**src/rtl/park_pkg.sv**
```systemverilog
// Shared constants, FSM state type and token cipher for the parking lot entry/exit paths.
// encrypt_idx is also the exit-side decrypt, since XOR with the same pattern round-trips.
package park_pkg;

  localparam int IDX_W     = 3;
  localparam int NUM_SLOTS = 8;

  typedef enum logic [1:0] {
    IDLE,
    ALLOC,
    ISSUE
  } state_t;

  function automatic logic [IDX_W-1:0] encrypt_idx(input logic [IDX_W-1:0] idx,
                                                   input logic [IDX_W-1:0] pattern);
    return idx ^ pattern;
  endfunction

endpackage

```
**src/rtl/lowest_free_encoder.sv**
```systemverilog
// Combinational priority encoder: index of the lowest clear bit in the occupancy map.
// any_free is low only when every slot is taken; idx is then 0 and must be ignored.
module lowest_free_encoder
  import park_pkg::*;
(
  input  logic [NUM_SLOTS-1:0] occupancy,
  output logic [IDX_W-1:0]     idx,
  output logic                 any_free
);

  // Scan downwards so the last hit, and therefore the winner, is the lowest free slot.
  always_comb begin
    idx      = '0;
    any_free = 1'b0;
    for (int i = NUM_SLOTS - 1; i >= 0; i--) begin
      if (!occupancy[i]) begin
        idx      = IDX_W'(i);
        any_free = 1'b1;
      end
    end
  end

endmodule

```
**src/rtl/entry_park_allocator.sv**
```systemverilog
// Entry-side slot allocator: hands out the lowest free slot as an encrypted token and
// owns the lot occupancy map, which the exit path frees through exit_location.
module entry_park_allocator
  import park_pkg::*;
(
  input  logic                 clk,
  input  logic                 rst_n,
  input  logic                 enter,
  input  logic [IDX_W-1:0]     pattern,
  input  logic                 exit_valid,
  input  logic [NUM_SLOTS-1:0] exit_location,
  output logic [IDX_W-1:0]     token,
  output logic                 token_valid,
  input  logic                 token_ready,
  output logic                 reject,
  output logic                 exit_err,
  output logic [NUM_SLOTS-1:0] occupancy,
  output logic [IDX_W:0]       free_count,
  output logic                 full
);

  state_t               state;
  logic [IDX_W-1:0]     pattern_q;
  logic [IDX_W-1:0]     free_idx;
  logic                 any_free;
  logic                 exit_onehot;
  logic                 exit_hit;
  logic                 exit_bad;
  logic                 do_alloc;
  logic [NUM_SLOTS-1:0] occ_next;
  logic [IDX_W:0]       free_next;

  lowest_free_encoder u_lowest_free (
    .occupancy (occupancy),
    .idx       (free_idx),
    .any_free  (any_free)
  );

  // Exit decisions look only at the pre-edge map, so they never see this cycle's allocation.
  assign exit_onehot = (exit_location != '0) &&
                       ((exit_location & (exit_location - NUM_SLOTS'(1))) == '0);
  assign exit_hit    = exit_valid && exit_onehot && ((occupancy & exit_location) != '0);
  assign exit_bad    = exit_valid && !exit_hit;
  assign do_alloc    = (state == ALLOC) && any_free;

  always_comb begin
    occ_next = occupancy;
    if (do_alloc) begin
      occ_next[free_idx] = 1'b1;
    end
    if (exit_hit) begin
      occ_next = occ_next & ~exit_location;
    end
    free_next = (IDX_W + 1)'(NUM_SLOTS);
    for (int i = 0; i < NUM_SLOTS; i++) begin
      free_next = free_next - {{IDX_W{1'b0}}, occ_next[i]};
    end
  end

  // free_count and full track the new occupancy on the same edge, so they never lag.
  always_ff @(posedge clk or negedge rst_n) begin
    if (!rst_n) begin
      state       <= IDLE;
      pattern_q   <= '0;
      token       <= '0;
      token_valid <= 1'b0;
      reject      <= 1'b0;
      exit_err    <= 1'b0;
      occupancy   <= '0;
      free_count  <= (IDX_W + 1)'(NUM_SLOTS);
      full        <= 1'b0;
    end else begin
      occupancy  <= occ_next;
      free_count <= free_next;
      full       <= &occ_next;
      reject     <= 1'b0;
      exit_err   <= exit_bad;
      case (state)
        IDLE: begin
          if (enter) begin
            pattern_q <= pattern;
            state     <= ALLOC;
          end
        end
        ALLOC: begin
          if (!any_free) begin
            reject <= 1'b1;
            state  <= IDLE;
          end else begin
            token       <= encrypt_idx(free_idx, pattern_q);
            token_valid <= 1'b1;
            state       <= ISSUE;
          end
        end
        ISSUE: begin
          if (token_ready) begin
            token_valid <= 1'b0;
            state       <= IDLE;
          end
        end
        default: state <= IDLE;
      endcase
    end
  end

endmodule

```
**config.mk**
```make
export PLATFORM = sky130hd
export DESIGN_NAME = entry_park_allocator
export DESIGN_NICKNAME = d
export VERILOG_FILES = /design/src/rtl/park_pkg.sv /design/src/rtl/lowest_free_encoder.sv /design/src/rtl/entry_park_allocator.sv
export SDC_FILE = /design/constraint.sdc
export NUM_CORES = 1
export LEC_CHECK = 0
export BUFFER_PORTS_ARGS = -buffer_cell sky130_fd_sc_hd__buf_2
export CORE_MARGIN = 5
export CORE_UTILIZATION = 25
export CTS_CLUSTER_SIZE = 10
export DETAILED_ROUTE_END_ITERATION = 8
export GPL_TIMING_DRIVEN = 0
export HOLD_SLACK_MARGIN = 0.15
export PLACE_DENSITY = 0.44
export SYNTH_ARGS = -nofsm -noshare
export SYNTH_HDL_FRONTEND = slang
export SYNTH_SLANG_ARGS = --single-unit
export TNS_END_PERCENT = 30
```
**constraint.sdc**
```tcl
create_clock -name clk -period 4.1 [get_ports clk]
set_clock_uncertainty 0.2 [all_clocks]
set_input_delay 0.615 -clock clk [delete_from_list [all_inputs] [get_ports clk]]
set_output_delay 0.615 -clock clk [all_outputs]
set_load 0.02 [all_outputs]
```
* Word-level counts from Yosys, hierarchy flattened
Index checks and enable logic that the tools add are counted.
** Storage, ports and cells
- Logic and storage cells :: 77
- Register bits :: 24
** Operators by class
- Reductions and logical operators :: 17
- $lt $le $gt $ge :: 2
- Add/sub/neg operators :: 9
- Bitwise gates (word level) :: 6
- Equal/unequal tests :: 5
- Muxes and demuxes :: 29
** Operator list (number)
- $sub 4x1->4 :: 7
- $and 8x8->8 :: 3
- $mux 3 :: 8
- $mux 8 :: 2
- $reduce_bool 8->1 :: 2
- $mux 1 :: 13
- $logic_not 8->1 :: 1
- $not 8->8 :: 1
- $or 8x8->8 :: 1
- $reduce_and 8->1 :: 1
- $sub 8x1->8 const B :: 1
- $logic_and 1x1->1 :: 6
- $mux 2 :: 3
- $ne 2x2->1 const B :: 3
- $pmux 2 s3 :: 1
- $reduce_and 2->1 :: 3
- $lt 3x4->1 const B :: 1
- $sub 4x1->4 const A :: 1
- $demux 1 s3 :: 1
- $ge 3x1->1 const B :: 1
- $reduce_and 3->1 :: 1
- $xor 3x3->3 :: 1
- $eq 2x1->1 const B :: 1
- $eq 2x2->1 const B :: 1
- other kinds (4) :: 4

* Longest topological paths before layout
Gate-level depths: netlist (run 1).
- Depth after elaboration :: 24
- Mapped depth :: 15
- Depth with buffers taken out :: 13

* Modules after synthesis
Synthesis (run 1) repeated with hierarchy kept, for this count alone.
** Second synthesis, totals
- Cell total of the unflattened synthesis :: 140
- Area, all modules :: 1403.8 µm²
** By module, submodules not included
- entry_park_allocator :: area each 1326.3 µm², sequential area each 601.8 µm², cells each 126, times used 1
- lowest_free_encoder :: area each 77.6 µm², sequential area each 0.0 µm², cells each 14, times used 1

* Least setup slack after synthesis (run 1)
Ideal clock, no wire load.
- Path type :: input-to-reg
- From :: input exit_location[0]
- To :: register free_count[2]
- Stages on the path :: 14
- Arrival time :: 3764 ps
- Data required time :: 3774 ps
- Buffers on the path :: 1
- Path slack :: 10 ps
- Cell sequence :: nor4_2 -> and4b_1 -> a211oi_2 -> nor3b_2 -> buf_6 -> a21oi_1 -> fa_1 -> inv_1 -> ha_1 -> inv_1 -> fa_1 -> inv_1 -> fa_1 -> ha_1
** Between the ends
- Word-level cells in the longest chain between the ends :: 15
- Elaborated cells on any way between the ends :: 20
** RTL lines
- from (decl) :: RTL line entry_park_allocator.sv:11 : input logic [NUM_SLOTS-1:0] exit_location,
- $sub 8x1->8 :: RTL line entry_park_allocator.sv:41 : ((exit_location & (exit_location - NUM_SLOTS'(1))) == '0);
- $and 8x8->8 :: RTL line entry_park_allocator.sv:41
- $logic_not 8->1 :: RTL line entry_park_allocator.sv:41
- $logic_and 1x1->1 :: RTL line entry_park_allocator.sv:40 : assign exit_onehot = (exit_location != '0) &&
- $logic_and 1x1->1 (2 in series) :: RTL line entry_park_allocator.sv:42 : assign exit_hit = exit_valid && exit_onehot && ((occupancy & exit_location) != '0);
- $mux 8 (*) :: RTL line entry_park_allocator.sv:51 : if (exit_hit) begin
- net occ_next[0] :: RTL line entry_park_allocator.sv:30 : logic [NUM_SLOTS-1:0] occ_next;
- $sub 4x1->4 (*) (8 in series) :: RTL line entry_park_allocator.sv:56 : free_next = free_next - {{IDX_W{1'b0}}, occ_next[i]};
- net free_next[2] :: RTL line entry_park_allocator.sv:31 : logic [IDX_W:0] free_next;
- to (signal assigned) :: RTL line entry_park_allocator.sv:70 : free_count <= (IDX_W + 1)'(NUM_SLOTS);
- to (signal assigned) :: RTL line entry_park_allocator.sv:74 : free_count <= free_next;
- to (decl) :: RTL line entry_park_allocator.sv:18 : output logic [IDX_W:0] free_count,
The timed path passes the listed nets; every way through them passes the cells marked *.
A chain may end at the register's enable or synchronous reset.

* Worst setup path in the final report (run 1)
- From :: input exit_location[3]
- To :: register free_count[2]
** Between the ends
- Word-level cells in the longest chain between the ends :: 15
- Elaborated cells on any way between the ends :: 20
** RTL lines (RTL line)
- $sub 8x1->8 :: entry_park_allocator.sv:41
- $and 8x8->8 :: entry_park_allocator.sv:41
- $logic_not 8->1 :: entry_park_allocator.sv:41
- $logic_and 1x1->1 :: entry_park_allocator.sv:40
- $logic_and 1x1->1 (2 in series) :: entry_park_allocator.sv:42
- $mux 8 (*) :: entry_park_allocator.sv:51
- $sub 4x1->4 (7 in series) :: entry_park_allocator.sv:56
- $sub 4x1->4 (*) :: entry_park_allocator.sv:56
- net free_next[2] :: entry_park_allocator.sv:31
Marked as above.

==> results of run 1 <==
layout by cell type (no fill, tap or decap), drive strengths merged:
cell type,Yosys,layout
a21oi,12,12
dfstp,1,1
a22oi,4,4
o21ai,8,8
a21o,4,4
o2111ai,3,3
nor4,1,1
mux2,3,3
a31oi,2,2
a211oi,3,3
nor2,7,7
dfrtp,23,23
nor3,2,2
nand2b,2,2
nor4b,2,2
xnor2,3,3
fa,4,4
and2b,1,1
and4b,1,1
nor3b,3,3
or4,2,2
xor2,1,1
nand2,12,12
a21bo,1,1
a41oi,1,1
a21boi,2,2
clkbuf,4,8
nand4,2,2
buf,2,38
inv,7,7
ha,6,6
o21a,2,2
and3,2,2
stage by stage:
step,TNS (ns),setup slack [ns],utilization,instances,power [W]
floorplan,0,0.00984,-,133,0.000570
global route,-0.0203,-0.0203,0.322,245,0.000888
CTS,0,0.0163,0.313,243,0.000832
global placement,-0.831,-0.394,0.301,238,0.000675
finish,0,0.108,0.322,245,0.000824
detailed placement,-0.992,-0.461,0.301,238,0.000683
final cells by class:
type,count,share of cell area
Inverter,7,0.0151
Tap cell,72,0.0517
Clock buffer,4,0.0259
Multi-Input combinational cell,96,0.435
Sequential cell,24,0.346
Timing Repair Buffer,36,0.109
Buffer,6,0.0180
where the power goes:
group          leakage (nW)  total [W]  internal, W  switching (W)
Clock                0.0228   0.000145    0.0000694      0.0000753
Combinational         0.520   0.000336     0.000139       0.000197
Sequential            0.266   0.000343     0.000300      0.0000432
Total                 0.809   0.000824     0.000509       0.000315
worst min path at each step:
stage	end	startpoint	slack, ns
after global placement	token[0]	token[0]	0.27
after detailed placement	token[0]	token[0]	0.27
after floorplan	exit_err	rst_n	0.12
after CTS	state[1]	rst_n	0.15
final	state[1]	rst_n	0.13
after global routing	state[1]	rst_n	0.18
per-layer routing:
layer  part of all wire  global-route usage
met5                  0                   0
met4              0.011              0.0351
met3              0.033              0.0158
met2               0.52               0.175
met1               0.43               0.126
kinds of logic (layout without fill, tap and decap cells):
group,count (synthesis),in the layout,share of synthesized area
AO/OA/AOI/OAI,42,42,0.204
flip-flops,24,24,0.438
adder cells (fa/ha/maj),10,10,0.113
AND/OR/NAND/NOR,37,37,0.152
multiplexers,3,3,0.0246
XOR/XNOR,4,4,0.0255
buffers and inverters,13,53,0.0419
worst max-delay path: cells and delay by family:
kind / cells / cell delay [ns]
buffers and inverters: 4 / 0.40
adder cells (fa/ha/maj): 5 / 1.85
XOR/XNOR: 1 / 0.13
AND/OR/NAND/NOR: 2 / 0.46
AO/OA/AOI/OAI: 2 / 0.49
registers in the layout, indices dropped and copies added, names as in the netlist:
signal / count
state: 2
token_valid: 1
occupancy: 8
exit_err: 1
free_count: 4
token: 3
reject: 1
pattern_q: 3
full: 1
cell usage after synthesis:
master and count:
sky130_fd_sc_hd__a211oi_1 2, sky130_fd_sc_hd__a211oi_2 1, sky130_fd_sc_hd__a21bo_2 1, sky130_fd_sc_hd__a21boi_0 2, sky130_fd_sc_hd__a21o_2 4, sky130_fd_sc_hd__a21oi_1 12
sky130_fd_sc_hd__a22oi_1 4, sky130_fd_sc_hd__a31oi_1 2, sky130_fd_sc_hd__a41oi_1 1, sky130_fd_sc_hd__and2b_1 1, sky130_fd_sc_hd__and3_1 2, sky130_fd_sc_hd__and4b_1 1
sky130_fd_sc_hd__buf_2 1, sky130_fd_sc_hd__buf_6 1, sky130_fd_sc_hd__clkbuf_1 4, sky130_fd_sc_hd__dfrtp_1 23, sky130_fd_sc_hd__dfstp_2 1, sky130_fd_sc_hd__fa_1 4
sky130_fd_sc_hd__ha_1 6, sky130_fd_sc_hd__inv_1 7, sky130_fd_sc_hd__mux2_2 3, sky130_fd_sc_hd__nand2_1 12, sky130_fd_sc_hd__nand2b_1 2, sky130_fd_sc_hd__nand4_1 2
sky130_fd_sc_hd__nor2_1 7, sky130_fd_sc_hd__nor3_1 2, sky130_fd_sc_hd__nor3b_1 2, sky130_fd_sc_hd__nor3b_2 1, sky130_fd_sc_hd__nor4_2 1, sky130_fd_sc_hd__nor4b_1 2
sky130_fd_sc_hd__o2111ai_1 3, sky130_fd_sc_hd__o21a_1 2, sky130_fd_sc_hd__o21ai_0 8, sky130_fd_sc_hd__or4_1 2, sky130_fd_sc_hd__xnor2_1 3, sky130_fd_sc_hd__xor2_1 1
timing repair:
| item | in CTS | in global routing |
|---|---|---|
| buffers inserted | 1 | 2 |
| gates resized for setup | 1 | 9 |
| endpoints found under the setup margin | 2 | 3 |
| pin swaps | 1 | 7 |
==> reports/qor.txt, run 1 <==
=================================================================================
Run status                                                           finished clean
Top achievable clock speed                                                251 MHz
Growth of design area from synthesis to finish                              26.9%
Full die area                                                        0.00707 sq mm
Layout Cell Area excl Fill                                           0.00174 sq mm
Bufs on Longest Clock Path                                                      2
Total grt overflow                                                              0
Sequential-to-total area share from yosys stat                              0.438
Detailed-router iteration count before antenna repair                           4
Reg-to-Reg Start                                                         state[1]
Max-slew headroom at the worst pin                                          0.624
Top cell type's share of synthesized area                                   0.419
Worst-case reg-to-reg path depth                                               13
Via count                                                                    1146
Post-Synthesis Net Count                                                      159
Largest net degree at the start of global routing                              25
Core area                                                            0.00541 sq mm
Setup-violating endpoint count in the final report                              0
Type of the setup path with the least slack                          primary input to register
Cell area after technology mapping                                   0.00137 sq mm
Avg Inst Size Synth                                                    10.3 sq um
Drt via density                                                              4.68
Die X-Extent                                                         84.1 microns
Endpoint of the most critical setup path                             free_count[2]
DR DRC count                                                                    0
Layout cell share with drive strength beyond 1                              0.341
Synthesized instance count                                                    133
Count of pins over their slew limit                                             0
Overall routed net length                                            3460 microns
Number of sinks handled by clock tree synthesis                                24
Initial antenna violation count                                                 0
Main area contributors after synthesis                               sky130_fd_sc_hd__dfrtp_1, sky130_fd_sc_hd__fa_1, sky130_fd_sc_hd__ha_1, sky130_fd_sc_hd__a21oi_1, sky130_fd_sc_hd__nand2_1
Clock tree from TritonCTS                                                    done
Count of filler cells inserted in the layout                                  574
Pin slew with the least headroom to its limit                            0.563 ns
Setup crit end kind                                                      register
Starting density of the core                                                0.254
Number of nets at the end of the flow                                         200
Launching instance or port of the critical path                      exit_location[3]
Cell taking the most area after synthesis                            sky130_fd_sc_hd__dfrtp_1
Combined area of the multi-input logic cells                            757 sq um
CTS Buf Count                                                                   3
Routability congestion estimate from global placement                       0.747
Flops & latches, synth                                                         24
Detailed router's first-iteration violation count                              43
Y dimension of the die                                               84.1 microns
Post-synth cell types                                                          36
DP HPWL                                                              2620 microns
Reg2reg end                                                          free_count[2]
Static power due to leakage                                              0.809 nW
Vias in the first global route                                               1151
Number of placement rows                                                       27
Warning count from the yosys run                                                0
Number of buffers inserted by port buffering                                   33
Number of buffers inserted by hold repair at cts                                0
Kind of start point of the critical path                             primary input
Arrival time of the worst setup path                                      3.95 ns
Register clock-pin slew on the reported worst setup and hold paths        0.08 ns
Overall global routing resource usage                                       0.101
Top fanout value on the critical path                                           7
Detail Route Antenna Nets                                                       0
Sequential cell area                                                    602 sq um
Peak supply drop                                                         0.214 mV
Data required time at the worst endpoint                                  4.06 ns
Power per cell area                                                   473 mW/mm^2
Final antenna diode count                                                       0
Slowest cell on crit path                                            sky130_fd_sc_hd__fa_1
Final hold slack                                                         0.128 ns
Share of the clock period used by the worst path                            0.974
Routed WL per cell                                                   14.1 microns
Worst hold-check path type                                           primary input to asynchronous set/reset pin
Insertion delay to the later sink of the worst-skew pair                  0.26 ns
Longest individual stage delay on the worst path                          0.59 ns
Maximum capacitance violations                                                  0
Global-route wire length before repair                               5790 microns
Final critical-path required period                                       3.99 ns
H-Tree Depth                                                                    1
Count of final hold-check violations                                            0
Flop2flop setup slack                                                     0.14 ns
Worst-path cell chain                                                buf_4, nor4_4, xnor2_1, a211oi_2, nor3b_2, buf_4, a21o_4, fa_1, ha_2, inv_1, fa_1, inv_1, fa_2, ha_4
Root Driver                                                          sky130_fd_sc_hd__clkbuf_8
Count of boundary I/O pins                                                     35
Post-detailed-placement cell area                                    0.00163 sq mm
=================================================================================
Note: power is estimated with default switching activity, not from simulation.
==> run 2: changes to the inputs <==
--- a/config.mk
+++ b/config.mk
@@ -7,12 +7,12 @@
 export LEC_CHECK = 0
 export BUFFER_PORTS_ARGS = -buffer_cell sky130_fd_sc_hd__buf_2
 export CORE_MARGIN = 5
-export CORE_UTILIZATION = 25
+export CORE_UTILIZATION = 30
 export CTS_CLUSTER_SIZE = 10
 export DETAILED_ROUTE_END_ITERATION = 8
 export GPL_TIMING_DRIVEN = 0
 export HOLD_SLACK_MARGIN = 0.15
-export PLACE_DENSITY = 0.44
+export PLACE_DENSITY = 0.5
 export SYNTH_ARGS = -nofsm -noshare
 export SYNTH_HDL_FRONTEND = slang
 export SYNTH_SLANG_ARGS = --single-unit
==> run 2 against run 1 <==
Sequential power about the same. Count of clock-buffer cells in the layout down 1. Core utilization up 8.1 points. Global-route usage up 1.5 points. Largest cell class unchanged. Worst setup slack better by 0.037 ns. Via count up 3.6%. First-iteration DRC count rose to 2.9 times the previous value. Flip-flop and latch count unchanged. Non-clock buffer count up 2. Fmax up 0.95%.
==> reports/qor.txt, run 2 (synthesis gave the netlist of run 1 again) <==
=====================================================================================
Setup crit end kind                                                          register
Setup-violating endpoint count in the final report                                  0   unchanged
Max-slew headroom at the worst pin                                              0.615   -0.00899
Commonest cells after routing, fill and taps aside                       sky130_fd_sc_hd__buf_2, sky130_fd_sc_hd__dfrtp_1, sky130_fd_sc_hd__nand2_1, sky130_fd_sc_hd__a21oi_1
Run status                                                               finished clean
Bufs on Longest Clock Path                                                          2   unchanged
Min-Delay Path Depth                                                                2
Overall global routing resource usage                                           0.115   +0.0146
Pin slew with the least headroom to its limit                                0.576 ns   +0.0135 ns
Number of buffers inserted by port buffering                                       33   unchanged
Reg-to-Reg Start                                                         occupancy[5]
Count of boundary I/O pins                                                         35   unchanged
Detailed router's first-iteration violation count                                 125   +190%
Worst-case setup margin in the final layout                                  0.146 ns   +0.0375 ns
Growth of design area from synthesis to finish                                  28.8%
Register clock-pin slew on the reported worst setup and hold paths            0.09 ns   about the same
Number of instances in the placed design                                          218   -8.4%
Via count                                                                        1187   +3.6%
Worst-path cell chain                                                    clkbuf_4, nor4_4, xnor2_1, a211oi_2, nor3b_2, buf_6, a21o_2, fa_1, ha_2, inv_1, fa_1, inv_1, fa_2, ha_4
Top fanout value on the critical path                                               7   unchanged
Final cell count without fillers                                                  227   -7.3%
Overall routed net length                                                3400 microns   -1.9%
Dominant delay contributor by cell family on the critical path            adder cells
Static power due to leakage                                                  0.844 nW   +4.3%
Power per cell area                                                       500 mW/mm^2   +5.7%
Slowest cell on crit path                                                sky130_fd_sc_hd__fa_1
Number of nets at the end of the flow                                             202   +1.0%
Max reg flops                                                                       8   unchanged
Startpoint of the worst hold path                                            token[2]
CTS Buf Count                                                                       3   unchanged
Most frequent standard cell in the layout excluding fill and tap cells   sky130_fd_sc_hd__buf_2
Count of final hold-check violations                                                0   unchanged
Top achievable clock speed                                                    253 MHz   +0.95%
Layout cell share with drive strength beyond 1                                  0.366   +0.0247
Final hold slack                                                             0.283 ns   +0.155 ns
Registers with the most flip-flops                                       occupancy x8, free_count x4
CP bufs+invs                                                                        4   unchanged
Initial antenna violation count                                                     0   unchanged
Routed WL per cell                                                       15.0 microns   +5.8%
Starting density of the core                                                    0.313   +0.0591
Longest individual stage delay on the worst path                              0.57 ns   -0.02 ns
Full die area                                                            0.00603 sq mm   -15%
Clock tree from TritonCTS                                                        done
Final antenna diode count                                                           0   unchanged
Count of pins over their slew limit                                                 0   unchanged
Final-layout setup total negative slack                                          0 ns   unchanged
Root Driver                                                              sky130_fd_sc_hd__clkbuf_8
Register containing the most flip-flops in the final layout                 occupancy
DR DRC count                                                                        0   unchanged
Global-route wire length before repair                                   5690 microns   -1.8%
Maximum capacitance violations                                                      0   unchanged
Worst hold-check path type                                               register to register
Die X-Extent                                                             77.6 microns   -7.7%
Share of the clock period used by the worst path                                0.964   -0.00914
Setup Slack @ Placement                                                     -0.501 ns   -0.0403 ns
Kind of start point of the critical path                                 primary input
Number of sinks handled by clock tree synthesis                                    24   unchanged
Detail Route Antenna Nets                                                           0   unchanged
WP depth                                                                           14   unchanged
Vias in the first global route                                                   1186   +3.0%
H-Tree Depth                                                                        1   unchanged
DP HPWL                                                                  2570 microns   -1.6%
Setup repair after global routing missed its margin                             false
Insertion delay to the later sink of the worst-skew pair                      0.27 ns   about the same
Type of the setup path with the least slack                              primary input to register
Routability congestion estimate from global placement                           0.833   +11%
Worst-case reg-to-reg path depth                                                   13   unchanged
Detailed-router iteration count before antenna repair                               4   unchanged
Final critical-path required period                                           3.95 ns   -0.0375 ns
Arrival time of the worst setup path                                          3.93 ns   -0.02 ns
Pwr Total                                                                  0.000884 W   +7.3%
Y dimension of the die                                                   77.6 microns   -7.7%
Core area                                                                0.00438 sq mm   -19%
Data required time at the worst endpoint                                      4.07 ns   about the same
Peak supply drop                                                             0.158 mV   -26%
Launching instance or port of the critical path                          exit_location[0]
Drt via density                                                                  5.23   +12%
Largest net degree at the start of global routing                                  25   unchanged
Total grt overflow                                                                  0   unchanged
Number of placement rows                                                           24   -11%
=====================================================================================
## run 2: changes by cell type in the layout (fill, tap and decap cells not counted), sizes merged
cell,previous run,this run
bufinv,0,1
clkbuf,8,5
buf,38,41
dlygate4sd3,0,1
## run 2: stage by stage
| stage | instance area (sq um) | util |
|---|---|---|
| final | 1770 | 0.403 |
| after global routing | 1770 | 0.403 |
| after CTS | 1740 | 0.397 |
| after detailed placement | 1600 | 0.366 |
| after global placement | 1600 | 0.366 |
| after floorplan | 1370 | - |
## run 2: repair_timing
action,4_1_cts,5_1_grt
hold buffers,1,0
endpoints found under the setup margin,2,2
resized for setup,7,2
buffers inserted,4,3
endpoints found under the hold margin,23,0
pin swaps,6,7
## run 2: layout make-up
class / instances / area [sq um]
Multi-Input combinational cell: 96 / 751
Clock buffer: 3 / 41.3
Buffer: 3 / 20.0
Inverter: 7 / 26.3
Clock inverter: 1 / 30.0
Tap cell: 52 / 65.1
Fill cell: 447 / 2620
Timing Repair Buffer: 41 / 233
Sequential cell: 24 / 602
## run 2: routing by layer
layer	up-vias	track usage	routed length, microns
met5	-	0	0
met4	0	0.0447	52
met3	7	0.0313	252
met2	42	0.173	1610
met1	570	0.158	1480
li1	568	-	-
## run 2: worst paths after layout
path	end	slack, ns
worst max-delay path	free_count[2]	0.15
worst min-delay path	token[2]	0.28
worst max register to register	free_count[2]	0.35
worst min register to register	token[2]	0.28
max in group asynchronous	free_count[3]	2.66
min in group asynchronous	occupancy[3]	0.67
## run 2: tightest hold or removal path, stage by stage (launching register included)
cell                      delay (ns)
sky130_fd_sc_hd__dfrtp_1        0.35
sky130_fd_sc_hd__nand2_1        0.04
sky130_fd_sc_hd__o21ai_0        0.06
## run 2: power by group
| group | switching, W | internal, W |
|---|---|---|
| combinational | 0.000189 | 0.000138 |
| sequential | 0.0000457 | 0.000300 |
| clock | 0.0000806 | 0.000131 |
